[src/rtl/pong_pkg.sv]
// pong_pkg: constants and types shared by the LED matrix scan logic.
//   DIM           - matrix rows/columns (fixed at 16)
//   LATCH_CYCLES  - cycles spent in the latch phase of each row
//   SHIFT_CYCLES  - cycles spent clocking one column word out (2 per bit)
//   scan_state_e  - row sequencing states
//   compose_row() - builds one row's column word from ball and paddles
package pong_pkg;

    localparam int DIM          = 16;
    localparam int LATCH_CYCLES = 2;
    localparam int SHIFT_CYCLES = 2 * DIM;

    typedef enum logic [1:0] {
        ST_SHIFT   = 2'd0,
        ST_LATCH   = 2'd1,
        ST_DISPLAY = 2'd2
    } scan_state_e;

    // Paddles live in the edge columns; the ball ORs on top of them.
    function automatic logic [DIM-1:0] compose_row(
        input logic [3:0]     bx,
        input logic [3:0]     by,
        input logic [DIM-1:0] lp,
        input logic [DIM-1:0] rp,
        input logic [3:0]     row
    );
        logic [DIM-1:0] w;
        w        = '0;
        w[0]     = lp[row];
        w[DIM-1] = rp[row];
        if (by == row) w[bx] = 1'b1;
        return w;
    endfunction

endpackage

[src/rtl/matrix_scan_col_serializer.sv]
// col_serializer: shifts one 16-bit column word out MSB first.
//   clk, reset - system clock, async active-high reset
//   load       - capture word; the next cycle is cycle A of column 15
//   word       - column word to send
//   csdi, cclk - column serial data / shift clock (A: data, cclk=0; B: cclk=1)
//   busy       - a word is being shifted
//   done       - last cycle of the shift (cycle B of column 0)
module col_serializer
    import pong_pkg::*;
(
    input  logic           clk,
    input  logic           reset,
    input  logic           load,
    input  logic [DIM-1:0] word,
    output logic           csdi,
    output logic           cclk,
    output logic           busy,
    output logic           done
);

    localparam logic [4:0] CNT_LAST = 5'(SHIFT_CYCLES - 1);

    logic [DIM-1:0] shreg;
    logic [4:0]     cnt;

    assign done = busy && (cnt == CNT_LAST);

    always_ff @(posedge clk or posedge reset) begin
        if (reset) begin
            shreg <= '0;
            cnt   <= '0;
            busy  <= 1'b0;
            csdi  <= 1'b0;
            cclk  <= 1'b0;
        end else if (load) begin
            shreg <= {word[DIM-2:0], 1'b0};
            csdi  <= word[DIM-1];
            cclk  <= 1'b0;
            cnt   <= '0;
            busy  <= 1'b1;
        end else if (busy) begin
            cnt <= cnt + 5'd1;
            if (done) begin
                busy <= 1'b0;
                csdi <= 1'b0;
                cclk <= 1'b0;
            end else if (!cnt[0]) begin
                // cycle A -> B: data already stable, raise the clock
                cclk <= 1'b1;
            end else begin
                // cycle B -> next A: drop clock, present next bit
                cclk  <= 1'b0;
                csdi  <= shreg[DIM-1];
                shreg <= {shreg[DIM-2:0], 1'b0};
            end
        end
    end

endmodule

[src/rtl/matrix_scan.sv]
// matrix_scan: row-multiplexed driver for a 16x16 pong LED matrix.
// Each row: SHIFT (32 cycles, column word out) -> LATCH (2 cycles, row
// token + column latch) -> DISPLAY (2**TIMERWIDTH cycles, outputs on).
// Ball/paddle inputs are snapshotted once per frame when row 0 loads.
// Optional feature: define MATRIX_SCAN_DIM_EN to add a brightness input
// that shortens the lit part of each DISPLAY dwell. TIMERWIDTH >= 3.
//   clk, reset          - system clock, async active-high reset
//   x, y                - ball column / row
//   lpaddle, rpaddle    - paddle row masks (bit r = row r)
//   brightness          - (MATRIX_SCAN_DIM_EN only) lit quarters minus one
//   rclk, rsdi          - row shift clock / row serial data (token)
//   oeb                 - output enable, active low
//   csdi, cclk, le      - column serial data / shift clock / latch enable
//   frame_done          - one-cycle pulse as row 0 of the next frame starts
module matrix_scan #(
    parameter int TIMERWIDTH = 10,
    parameter int DIM        = 16
) (
    input  logic           clk,
    input  logic           reset,
    input  logic [3:0]     x,
    input  logic [3:0]     y,
    input  logic [DIM-1:0] lpaddle,
    input  logic [DIM-1:0] rpaddle,
`ifdef MATRIX_SCAN_DIM_EN
    input  logic [1:0]     brightness,
`endif
    output logic           rclk,
    output logic           rsdi,
    output logic           oeb,
    output logic           csdi,
    output logic           cclk,
    output logic           le,
    output logic           frame_done
);

    import pong_pkg::*;

    scan_state_e           state;
    logic [3:0]            row;
    logic                  lcnt;
    logic [TIMERWIDTH-1:0] timer;

    logic [3:0]     snap_x, snap_y;
    logic [DIM-1:0] snap_lp, snap_rp;

    logic           ser_busy, ser_done, ser_load;
    logic           disp_last, take_snap;
    logic [3:0]     row_load;
    logic [DIM-1:0] ser_word;

    assign disp_last = (state == ST_DISPLAY) && (timer == '1);

    // A row loads either straight out of reset (SHIFT with an idle
    // serializer) or on the last DISPLAY cycle, so rows abut exactly.
    assign ser_load  = ((state == ST_SHIFT) && !ser_busy) || disp_last;
    assign row_load  = disp_last ? row + 4'd1 : row;
    assign take_snap = ser_load && (row_load == 4'd0);

    // Row 0 must use the inputs being captured on this same edge.
    assign ser_word = take_snap ? compose_row(x, y, lpaddle, rpaddle, row_load)
                                : compose_row(snap_x, snap_y, snap_lp, snap_rp, row_load);

`ifdef MATRIX_SCAN_DIM_EN
    logic [2:0]            level;
    logic [TIMERWIDTH:0]   on_len;
    logic [TIMERWIDTH:0]   timer_inc;
    assign level     = {1'b0, brightness} + 3'd1;
    assign on_len    = {{(TIMERWIDTH-2){1'b0}}, level} << (TIMERWIDTH - 2);
    assign timer_inc = {1'b0, timer} + (TIMERWIDTH+1)'(1);
`endif

    col_serializer u_ser (
        .clk   (clk),
        .reset (reset),
        .load  (ser_load),
        .word  (ser_word),
        .csdi  (csdi),
        .cclk  (cclk),
        .busy  (ser_busy),
        .done  (ser_done)
    );

    always_ff @(posedge clk or posedge reset) begin
        if (reset) begin
            state      <= ST_SHIFT;
            row        <= '0;
            lcnt       <= 1'b0;
            timer      <= '0;
            le         <= 1'b0;
            rclk       <= 1'b0;
            rsdi       <= 1'b0;
            oeb        <= 1'b1;
            frame_done <= 1'b0;
            snap_x     <= '0;
            snap_y     <= '0;
            snap_lp    <= '0;
            snap_rp    <= '0;
        end else begin
            frame_done <= 1'b0;
            if (take_snap) begin
                snap_x  <= x;
                snap_y  <= y;
                snap_lp <= lpaddle;
                snap_rp <= rpaddle;
            end
            case (state)
                ST_SHIFT: begin
                    if (ser_done) begin
                        state <= ST_LATCH;
                        lcnt  <= 1'b0;
                        le    <= 1'b1;
                        rclk  <= 1'b1;
                        rsdi  <= (row == 4'd0);
                    end
                end
                ST_LATCH: begin
                    if (lcnt == 1'(LATCH_CYCLES - 1)) begin
                        state <= ST_DISPLAY;
                        timer <= '0;
                        oeb   <= 1'b0;
                    end else begin
                        lcnt <= lcnt + 1'b1;
                        le   <= 1'b0;
                        rclk <= 1'b0;
                        rsdi <= 1'b0;
                    end
                end
                ST_DISPLAY: begin
                    if (timer == '1) begin
                        state      <= ST_SHIFT;
                        row        <= row + 4'd1;
                        oeb        <= 1'b1;
                        frame_done <= (row == 4'd15);
                    end else begin
                        timer <= timer + 1'b1;
`ifdef MATRIX_SCAN_DIM_EN
                        oeb   <= !(timer_inc < on_len);
`endif
                    end
                end
                default: state <= ST_SHIFT;
            endcase
        end
    end

endmodule

[config.mk]
export PLATFORM = sky130hd
export DESIGN_NAME = matrix_scan
export DESIGN_NICKNAME = d
export VERILOG_FILES = /design/src/rtl/pong_pkg.sv /design/src/rtl/matrix_scan_col_serializer.sv /design/src/rtl/matrix_scan.sv
export SDC_FILE = /design/constraint.sdc
export NUM_CORES = 1
export LEC_CHECK = 0
export BUFFER_PORTS_ARGS = -buffer_cell sky130_fd_sc_hd__buf_2
export CORE_UTILIZATION = 25
export CTS_CLUSTER_DIAMETER = 50
export DETAILED_ROUTE_END_ITERATION = 6
export PLACE_DENSITY = 0.45
export REMOVE_ABC_BUFFERS = 1
export SLEW_MARGIN = 10
export SYNTH_ARGS = -nofsm -noshare
export SYNTH_HDL_FRONTEND = slang
export SYNTH_SLANG_ARGS = --single-unit
[constraint.sdc]
create_clock -name clk -period 2.9 [get_ports clk]
set_input_delay 0.58 -clock clk [delete_from_list [all_inputs] [get_ports clk]]
set_output_delay 0.58 -clock clk [all_outputs]
set_load 0.02 [all_outputs]
==> results.ini, run 1 <==
[cells_and_area]
drive_above_1_share_pct=18.3
final_util_pct=30.5
fillerInstances=2002
syn2layout_area_growth_pct=19.0
antenna_cells=0
nets=647

[route]
detail_route.wl_per_cell_um=14.9
drtPass1Iterations=4
dr.first_iter.drc_count=194
vias_per_cell=4.77
drc=0
dr_total_vias=4004
ant_nets=0
wirelength_mm=12.5

[clock_tree]
cts_buffer_depth=2
htreeDepth=3
clk_latency_ns=0.35
cts_tree=yes
clkSlewWorstSetupHoldPaths_ns=0.06
clock_sinks=84
cts_buffers=9
ctsRootBufferMaster=clkbuf_16
ctsHoldBuffers=0

[grt]
track_usage_pct=13.7
grt_pass1_vias=4128
antenna_found_initial=0
grt_max_degree=59
grt-ovfl-total=0
grt_pass1_wl_mm=21.0

[critical_path]
end_kind=register
worstSetupPathType=register to register
critPathRequiredTime_ns=3.19
crit_arrival_ns=3.00
cp-start-kind=register
cp_max_fo=10
reg2reg_slack_ns=0.19

[synth]
synthFlopType=dfrtp_1
synth-seq-cells=84
synthSimpleGateAreaFrac_pct=27.3
ys_warn_count=0
avgSynthCellArea_um2=8.80
synthCells=547
synth-xor-area-share_pct=4.86
syn_area_um2=4810
synthAdderAreaFrac_pct=1.30
synth_top_family_by_area=simple AND/OR/NAND/NOR gates
synth.mux.area_fraction_pct=9.25
synth_compound_area_share_pct=9.95
synth_edf_count=0
ys_seq_area_share_pct=43.7
synth_cell_types=57
synthArstFlopShare_pct=100

[placement]
dp_hpwl_mm=9.04
port_buffers=48
pre_cts_slack_ns=-0.000343
place_congestion=0.796

[sta]
fin_skew_ns=0.00784
setup_viol=0
period_minus_slack_ns=2.71
clock.fmax_mhz=368
timing.slew.headroom_pct=64.2
finalMaxSlewViolations=0
fin_ws_ns=0.185
rsz0062_at_grt=false
period_share_pct=93.6
worst-slew-pin-transition_ns=0.537
hold_viol=0
holdWs_ns=0.250

[die]
io-pin-count=49
core_area_um2=18800
dieHeight_um=141
rows=50
initial_core_util_pct=25.7
die_x_um=141
die_area_um2=19800

[min_path]
worstHoldPathType=primary input to async pin

[job]
drv_cap=0

[power]
power_leakage_nw=2.67
peakVddDrop_uv=230
pwr_density_cell_nw_per_um2=425

[run_status]
status=finished clean

cells in the mapped netlist, drive strengths merged (2+ instances only):
master  instances  area share, %
nand2         174             14
dfrtp          83             43
mux2i          31            6.4
nor2           30            2.3
clkbuf         21            1.6
nand3          21            2.3
o21ai          15            1.6
a21oi          11            1.1
nor3           11            1.1
xor2           11            2.0
buf            10            1.2
inv             9           0.70
nor4            9            1.7
nand4           8            1.3
o31a            8            1.5
xnor2           8            1.5
and3            6           0.78
o21a            6           0.94
o22ai           6           0.78
a211oi          5           0.78
ha              5            1.3
nand2b          5           0.65
a31oi           4           0.52
mux2            4           0.94
mux4            4            1.9
nor2b           4           0.52
nor3b           4           0.62
o221ai          4           0.73
or3             4           0.52
xnor3           3            1.4
a221oi          2           0.73
and4            2           0.36
clkinv          2           0.18
nand3b          2           0.31
nand4b          2           0.36
or2             2           0.26
metrics by stage:
stage	TNS [ns]	area, µm²	total power, mW	cells
floorplan	-19.76	4680	1.32	516
global placement	0	5410	1.39	822
detailed placement	-0.000343	5410	1.39	822
CTS	0	5670	2.47	838
global route	0	5730	2.53	839
finish	0	5730	2.44	839
report_power, final:
part	internal, mW	switching, mW
sequential	1.20	0.0266
combinational	0.0603	0.0787
clock	0.600	0.469
total	1.86	0.574
layer usage:
metal  part of all wire (%)  track usage (%)  up-vias
li1                       -                -     1998
met1                     49             17.7     1939
met2                     47             22.4       52
met3                    2.5             2.38       15
met4                    2.0             5.84        0
met5                      0                0        -
path summary, 6_finish.rpt:
kind,startpoint,to,cells after the start
min in group clk,lpaddle[15],snap_lp[15],3
max in group asynchronous,reset,oeb,3
hold / removal,reset,frame_done,2
setup / recovery,timer[0],u_ser.shreg[9],10
hold reg to reg,oeb,oeb,2
setup reg to reg,timer[0],u_ser.shreg[9],10
critical path, cell delays in order (launching register included):
cell and delay, ns:
dfrtp_1 0.37, ha_1 0.19, nand4_1 0.19, buf_4 0.21, nor4_4 0.25, buf_4 0.23, and3_1 0.15, o211a_1 0.24
or4b_1 0.54, nor2_1 0.15, o31a_1 0.14
placed cells by master, fill, tap and decap left out, drive strengths merged, types with 5 or more instances in the layout:
cell type,n
inv,8
mux2i,31
nand4,8
and3,6
nor4,9
nand2,174
ha,5
clkbuf,13
nand2b,5
clkinv,5
dfrtp,83
nor3,11
o21ai,15
xor2,11
o22ai,6
buf,73
xnor2,8
o31a,8
a21oi,11
a211oi,5
nor2,30
o21a,6
nand3,21
sequential cells by signal (all words and copies together), names as in the netlist, 2 cells and up:
| name | count |
|---|---|
| snap_y | 4 |
| u_ser.shreg | 15 |
| row | 4 |
| snap_lp | 16 |
| snap_x | 4 |
| u_ser.cnt | 5 |
| timer | 10 |
| state | 2 |
| snap_rp | 16 |
cell type report:
cell class	instances	area [µm²]	share of cell area, %
multi-input cells	421	2560	44.8
flip-flops and latches	84	2100	36.7
well taps	234	293	5.11
clock inverters	3	15.0	0.262
inverters	11	57.6	1.00
clock buffers	13	250	4.37
repair buffers	73	444	7.75
kinds of logic after synthesis:
family / Yosys count
DFF: 84
AOI/OAI and AO/OA: 68
buffers and inverters: 42
and+or+nand+nor: 287
muxes: 39
adders and majority gates: 5
xor gates and xnor gates: 22
timing repair:
action,in CTS,in global routing
pin swaps,0,1
buffers inserted,0,1
setup endpoints to repair,1,14
gates cloned,0,0
resized for setup,1,7
Power figures use the tool's default switching activity.
==> inputs of run 2 (changes only) <==
--- a/config.mk
+++ b/config.mk
@@ -14,4 +14,5 @@
 export SLEW_MARGIN = 10
 export SYNTH_ARGS = -nofsm -noshare
 export SYNTH_HDL_FRONTEND = slang
+export SYNTH_HIERARCHICAL = 1
 export SYNTH_SLANG_ARGS = --single-unit
==> results.ini, run 2 <==
[cells_and_area]
seq_area_um2=2100  ; unchanged
nets=687  ; was 647
final_cell_mix=153 x nand2_1, 83 x dfrtp_1, 51 x buf_4  ; was 173 x nand2_1, 83 x dfrtp_1, 48 x buf_2
multi_input_area_um2=2640  ; was 2560 µm²
final_util_pct=32.6  ; was 30.5%
drive_above_1_share_pct=26.8  ; was 18.3%
top_regs=snap_lp x16, snap_rp x16, u_ser/shreg x15  ; was snap_lp x16, snap_rp x16, u_ser.shreg x15
fillerInstances=2046  ; was 2,002
syn2layout_area_growth_pct=26.5  ; was 19.0%
antenna_cells=0  ; unchanged
final_common_cell=nand2_1  ; unchanged

[critical_path]
slowest_delay_ns=0.60  ; was 0.54 ns
worstSetupPathType=register to register  ; unchanged
critPathRequiredTime_ns=3.18  ; was 3.19 ns
cp_cell_sequence=nand4b_1 > or4_4 > a2111oi_4 > o211ai_1 > or3_4 > or3_4 > o22ai_1 > nor2b_1 > a21oi_1  ; was ha_1 > nand4_1 > buf_4 > nor4_4 > buf_4 > and3_1 > o211a_1 > or4b_1 > nor2_1 > o31a_1
critPathMostFrequentCell=or3_4  ; was buf_4
cp_max_fo=7  ; was 10
end_kind=register  ; unchanged
crit_arrival_ns=3.13  ; was 3.00 ns
cp_slowest_cell=or4_4  ; was or4b_1
cp-start-kind=register  ; unchanged

[synth]
synth.mux.area_fraction_pct=5.65  ; was 9.25%
syn_area_um2=4870  ; was 4810 µm²
synthCells=558  ; was 547
synth_top_area_cell=dfrtp_1  ; unchanged
synth.most_common_cell=nand2_1  ; unchanged
synthFlopType=dfrtp_1  ; unchanged
synthTopCellsByArea=dfrtp_1 43%, nand2_1 12%, mux2i_1 4.7%  ; was dfrtp_1 43%, nand2_1 14%, mux2i_1 6.4%
synthAdderAreaFrac_pct=1.28  ; was 1.30%
synth_edf_count=0  ; unchanged
synth_top_area_share_pct=42.7  ; was 43.1%
synthSimpleGateAreaFrac_pct=27.7  ; was 27.3%
synth-xor-area-share_pct=4.16  ; was 4.86%
synth_common_cells=153 x nand2_1, 83 x dfrtp_1, 34 x nor2_1, 23 x mux2i_1, 21 x nor2b_1  ; was 174 x nand2_1, 83 x dfrtp_1, 31 x mux2i_1, 30 x nor2_1, 21 x clkbuf_1
synth_cell_types=60  ; was 57
ys_seq_area_share_pct=43.2  ; was 43.7%
synthArstFlopShare_pct=100  ; unchanged
synth_compound_area_share_pct=12.9  ; was 9.95%
synth_top_family_by_area=simple AND/OR/NAND/NOR gates  ; unchanged
avgSynthCellArea_um2=8.73  ; was 8.80 µm²
synth-seq-cells=84  ; unchanged
ys_warn_count=6  ; was 0

[die]
dieHeight_um=142  ; was 141 µm
die_x_um=142  ; was 141 µm
io-pin-count=49  ; unchanged
die_area_um2=20000  ; was 19,800 µm²
rows=50  ; unchanged
core_area_um2=18900  ; was 18,800 µm²
initial_core_util_pct=25.8  ; was 25.7%

[grt]
grt-ovfl-total=0  ; unchanged
grt_max_degree=43  ; was 59
track_usage_pct=14.0  ; was 13.7%
antenna_found_initial=0  ; unchanged
grt_pass1_wl_mm=21.9  ; was 21.0 mm
grt_pass1_vias=4288  ; was 4,128

[route]
ant_nets=0  ; unchanged
vias_per_cell=4.61  ; was 4.77
dr.first_iter.drc_count=254  ; was 194
drc=0  ; unchanged
wirelength_mm=13.2  ; was 12.5 mm
detail_route.wl_per_cell_um=14.5  ; was 14.9 µm
drtPass1Iterations=4  ; unchanged
dr_total_vias=4176  ; was 4,004

[sta]
rsz0062_at_grt=true  ; was false
setup_tns_ns=0  ; unchanged
fin_skew_ns=0.00829  ; was 0.00784 ns
worst-slew-pin-transition_ns=1.20  ; was 0.537 ns
period_share_pct=98.3  ; was 93.6%
period_minus_slack_ns=2.85  ; was 2.71 ns
finalMaxSlewViolations=0  ; unchanged
clock.fmax_mhz=351  ; was 368 MHz
hold_viol=0  ; unchanged
setup_viol=0  ; unchanged
timing.slew.headroom_pct=19.9  ; was 64.2%

[clock_tree]
cts_tree=yes  ; unchanged
ctsRootBufferMaster=clkbuf_16  ; unchanged
htreeDepth=3  ; unchanged
clk_latency_ns=0.35  ; about the same
clkSlewWorstSetupHoldPaths_ns=0.06  ; about the same
cts_buffers=9  ; unchanged
cts_buffer_depth=2  ; unchanged
clock_sinks=84  ; unchanged

[placement]
dp_hpwl_mm=9.37  ; was 9.04 mm
place_congestion=0.841  ; was 0.796
port_buffers=48  ; unchanged

[min_path]
worstHoldPathType=primary input to async pin  ; unchanged

[power]
peakVddDrop_uv=263  ; was 230 µV
total_power_mw=2.58  ; was 2.44 mW
power_leakage_nw=2.81  ; was 2.67 nW
pwr_density_cell_nw_per_um2=419  ; was 425 nW/µm²

[run_status]
status=finished clean  ; unchanged

[job]
drv_cap=0  ; unchanged

run 2: cell count changes after synthesis, moves of 6 or more:
cell	previous run	this run
nand2_1	174	153
a21oi_2	0	20
nor2b_1	4	21
nand3_1	20	8
inv_1	8	19
mux2i_1	31	23
o31a_1	8	0
o22ai_1	6	13
o21a_1	6	0
run 2: area by class of cell:
type	count	share of cell area, %
Timing Repair Buffer	103	11.4
Tap cell	260	5.28
Multi-Input combinational cell	422	42.9
Clock buffer	13	4.39
Inverter	20	1.22
Clock inverter	3	0.731
Sequential cell	84	34.1
run 2: final timing paths:
path	depth (start not counted)	to	slack, ns	from
min in group clk	3	snap_rp[12]	0.42	rpaddle[12]
setup reg to reg	9	u_ser/shreg[6]	0.05	state[0]
setup / recovery	9	u_ser/shreg[6]	0.05	state[0]
hold reg to reg	2	snap_rp[8]	0.47	snap_rp[8]
max in group asynchronous	2	u_ser/shreg[9]	1.87	reset
hold / removal	2	rsdi	0.30	reset
run 2: report_power, final:
part	total, mW	internal (mW)	switching, mW
Sequential	1.22	1.20	0.0244
Combinational	0.137	0.0595	0.0777
Clock	1.22	0.738	0.479
Total	2.58	2.00	0.581
run 2: cell families after synthesis:
family,after synthesis
simple gates,282
compound gates,88
flops,84
buf+inv,52
mux,27
xor+xnor,20
fa+ha+maj,5
run 2: timing repair:
item / 4_1_cts / 5_1_grt
endpoints found under the setup margin: 11 / 17
setup buffers: 3 / 6
hold buffers: 0 / 0
cloned: 0 / 1
resized for setup: 3 / 24
hold endpoints to repair: 0 / 0
pin swaps: 3 / 16
run 2: critical path, delay by kind of cell, from the launching register on:
family / cells / cell delay (ns)
AND/OR/NAND/NOR: 5 / 1.71
flip-flops: 1 / 0.41
AO/OA/AOI/OAI: 4 / 0.66
run 2: per-stage QoR:
step | hold WS, ns | instances | cell area, µm² | worst slack (ns)
2_1_floorplan | 0.440 | 526 | 4700 | -1.20
3_3_place_gp | 0.461 | 879 | 5640 | -0.0409
3_5_place_dp | 0.464 | 879 | 5640 | -0.0648
4_1_cts | 0.327 | 898 | 5990 | 0.00728
5_1_grt | 0.341 | 905 | 6160 | -0.109
6_report | 0.299 | 905 | 6160 | 0.0488
run 2: per-layer routing:
| layer | GRT usage (%) | up-vias | part of all wire [%] |
|---|---|---|---|
| li1 | - | 2059 | - |
| met1 | 18.2 | 2009 | 47 |
| met2 | 22.6 | 90 | 47 |
| met3 | 2.80 | 18 | 3.9 |
| met4 | 5.83 | 0 | 2.0 |
| met5 | 0 | - | 0 |
==> inputs of run 3 (changes only) <==
--- a/config.mk
+++ b/config.mk
@@ -6,10 +6,11 @@
 export NUM_CORES = 1
 export LEC_CHECK = 0
 export BUFFER_PORTS_ARGS = -buffer_cell sky130_fd_sc_hd__buf_2
-export CORE_UTILIZATION = 25
+export CORE_UTILIZATION = 45
 export CTS_CLUSTER_DIAMETER = 50
 export DETAILED_ROUTE_END_ITERATION = 6
-export PLACE_DENSITY = 0.45
+export MAX_ROUTING_LAYER = met4
+export PLACE_DENSITY = 0.69
 export REMOVE_ABC_BUFFERS = 1
 export SLEW_MARGIN = 10
 export SYNTH_ARGS = -nofsm -noshare
==> results.ini, run 3 (synthesized netlist as in run 2, its figures left out) <==
[run_status]
status=finished clean  ; unchanged

[die]
core_area_um2=10400  ; was 18,900 µm²
io-pin-count=49  ; unchanged
dieHeight_um=106  ; was 142 µm
die_area_um2=11200  ; was 20,000 µm²
die_x_um=106  ; was 142 µm
initial_core_util_pct=46.8  ; was 25.8%
rows=37  ; was 50

[job]
drv_cap=0  ; unchanged

[clock_tree]
ctsRootBufferMaster=clkbuf_8  ; was clkbuf_16
clock_sinks=84  ; unchanged
clkSlewWorstSetupHoldPaths_ns=0.09  ; was 0.06 ns
clk_latency_ns=0.37  ; was 0.35 ns
cts_buffer_depth=2  ; unchanged
htreeDepth=3  ; unchanged
cts_tree=yes  ; unchanged
cts_buffers=9  ; unchanged

[route]
detail_route.wl_per_cell_um=14.6  ; was 14.5 µm
ant_nets=0  ; unchanged
drc=0  ; unchanged
wirelength_mm=11.2  ; was 13.2 mm
met3_length_um=511  ; was 516 µm
drtPass1Iterations=5  ; was 4
dr_total_vias=4137  ; was 4,176
dr.first_iter.drc_count=178  ; was 254
wl_met1_mm=5.25  ; was 6.20 mm
top_layer=met4  ; unchanged
vias_per_cell=5.39  ; was 4.61
wl_met2_mm=5.14  ; was 6.19 mm

[critical_path]
cp_max_fo=7  ; unchanged
r2r_start=timer[0]  ; was state[0]
reg2reg_slack_ns=0.02  ; was 0.05 ns
r2r_end=u_ser/shreg[7]  ; was u_ser/shreg[6]
slowest_delay_ns=0.58  ; was 0.60 ns
cp-start-kind=register  ; unchanged
end_kind=register  ; unchanged
cp_cell_sequence=ha_2 > nand2_2 > or4_4 > a2111oi_4 > o211ai_1 > or3_4 > or3_4 > o22ai_1 > nor2b_1 > a21oi_1  ; was nand4b_1 > or4_4 > a2111oi_4 > o211ai_1 > or3_4 > or3_4 > o22ai_1 > nor2b_1 > a21oi_1
cp_top_family=simple AND/OR/NAND/NOR gates  ; unchanged
critical_path_buf_inv_count=0  ; unchanged
crit_path_start=timer[0]  ; was state[0]
critPathRequiredTime_ns=3.17  ; was 3.18 ns
worstSetupPathType=register to register  ; unchanged
cp_slowest_cell=or4_4  ; unchanged
crit_arrival_ns=3.16  ; was 3.13 ns
reg2reg_depth=10  ; was 9
critPathMostFrequentCell=or3_4  ; unchanged

[sta]
hold_viol=0  ; unchanged
clock.fmax_mhz=347  ; was 351 MHz
finalMaxSlewViolations=0  ; unchanged
worst-slew-pin-transition_ns=1.06  ; was 1.20 ns
setup_tns_ns=0  ; unchanged
rsz0062_at_grt=true  ; unchanged
timing.slew.headroom_pct=29.0  ; was 19.9%
fin_skew_ns=0.0145  ; was 0.00829 ns
period_share_pct=99.5  ; was 98.3%
setup_viol=0  ; unchanged
period_minus_slack_ns=2.88  ; was 2.85 ns

[cells_and_area]
final_cell_mix=152 x nand2_1, 83 x dfrtp_1, 48 x buf_2  ; was 153 x nand2_1, 83 x dfrtp_1, 51 x buf_4
syn2layout_area_growth_pct=18.2  ; was 26.5%
finalInstanceArea_um2=5760  ; was 6160 µm²
fillerInstances=966  ; was 2,046
drive_above_1_share_pct=25.3  ; was 26.8%
top_regs=snap_lp x16, snap_rp x16, u_ser/shreg x15  ; unchanged
antenna_cells=0  ; unchanged
final_common_cell=nand2_1  ; unchanged
nets=674  ; was 687

[power]
p_clk_share_pct=38.6  ; was 47.2%
pwr-share-seq_pct=55.2  ; was 47.5%
p_int_mw=1.66  ; was 2.00 mW
swShare_pct=25.1  ; was 22.5%
peakVddDrop_uv=306  ; was 263 µV
pwr_density_cell_nw_per_um2=385  ; was 419 nW/µm²
switchingPower_mw=0.555  ; was 0.581 mW
p_comb_share_pct=6.2  ; was 5.3%
power_leakage_nw=2.70  ; was 2.81 nW

[grt]
grt-ovfl-total=0  ; unchanged
track_usage_pct=21.6  ; was 14.0%
grt_pass1_wl_mm=18.9  ; was 21.9 mm
grt_max_degree=43  ; unchanged
grt_pass1_vias=3990  ; was 4,288
antenna_found_initial=0  ; unchanged

[placement]
dp_hpwl_mm=7.91  ; was 9.37 mm
port_buffers=48  ; unchanged
place_congestion=0.939  ; was 0.841
dpl-instance-area_um2=5430  ; was 5640 µm²

[min_path]
worstHoldPathType=primary input to async pin  ; unchanged

==> run 3: changes by cell type in the layout (fill, tap and decap cells not counted), sizes merged <==
cell and change:
clkbuf -5, buf -12, inv +2, clkinvlp -1
clkinv +3
==> run 3: area by class of cell <==
| class | instances | area [µm²] | area share, % |
|---|---|---|---|
| clock buffers | 9 | 124 | 2.15 |
| clock inverters | 7 | 73.8 | 1.28 |
| inverters | 20 | 75.1 | 1.30 |
| multi-input cells | 422 | 2640 | 45.8 |
| flip-flops and latches | 84 | 2100 | 36.5 |
| well taps | 136 | 170 | 2.96 |
| repair buffers | 90 | 576 | 10.0 |
==> run 3: metrics by stage <==
stage                     hold WS [ns]  total power, mW  util [%]  worst slack (ns)  cells
after floorplan                  0.440             1.31         -             -1.20    526
after global placement           0.455             1.37      52.1             0.118    748
after detailed placement         0.460             1.38      52.1            0.0442    748
after CTS                        0.288             2.24      54.0            0.0328    764
after global routing             0.323             2.30      55.3            -0.111    768
final                            0.265             2.21      55.3            0.0158    768
==> run 3: power by group through the flow <==
stage / Sequential, mW / Combinational (mW) / Clock, mW
6_report: 1.22 / 0.137 / 0.856
5_1_grt: 1.23 / 0.155 / 0.922
4_1_cts: 1.22 / 0.134 / 0.880
3_5_place_dp: 1.25 / 0.133 / 0
3_3_place_gp: 1.24 / 0.131 / 0
2_1_floorplan: 1.24 / 0.0763 / 0
==> run 3: how the worst max path moves through the flow <==
stage / endpoint / slack [ns] / depth (start not counted)
2_1_floorplan: u_ser/shreg[1] / -1.20 / 8
3_3_place_gp: u_ser/shreg[4] / 0.12 / 10
3_5_place_dp: u_ser/shreg[14] / 0.04 / 10
4_1_cts: u_ser/shreg[15] / 0.03 / 10
5_1_grt: u_ser/shreg[7] / -0.11 / 10
6_report: u_ser/shreg[7] / 0.02 / 10
==> run 3: routing by layer <==
| layer | GRT usage [%] | up-vias |
|---|---|---|
| met1 | 28.5 | 1956 |
| met4 | 7.84 | 0 |
| met2 | 33.4 | 114 |
| met3 | 4.11 | 29 |
| met5 | - | - |
| li1 | - | 2038 |
==> run 3: worst reg2reg max path: stages, from the launching register on <==
cell       delay (ns)
dfrtp_1          0.39
ha_2             0.20
nand2_2          0.05
or4_4            0.58
a2111oi_4        0.20
o211ai_1         0.17
or3_4            0.43
or3_4            0.37
o22ai_1          0.16
nor2b_1          0.07
a21oi_1          0.18
==> run 3: repair_timing <==
item | CTS | global route
hold buffers | 0 | 0
gates resized for setup | 0 | 23
buffers inserted | 0 | 4
setup endpoints to repair | 0 | 16
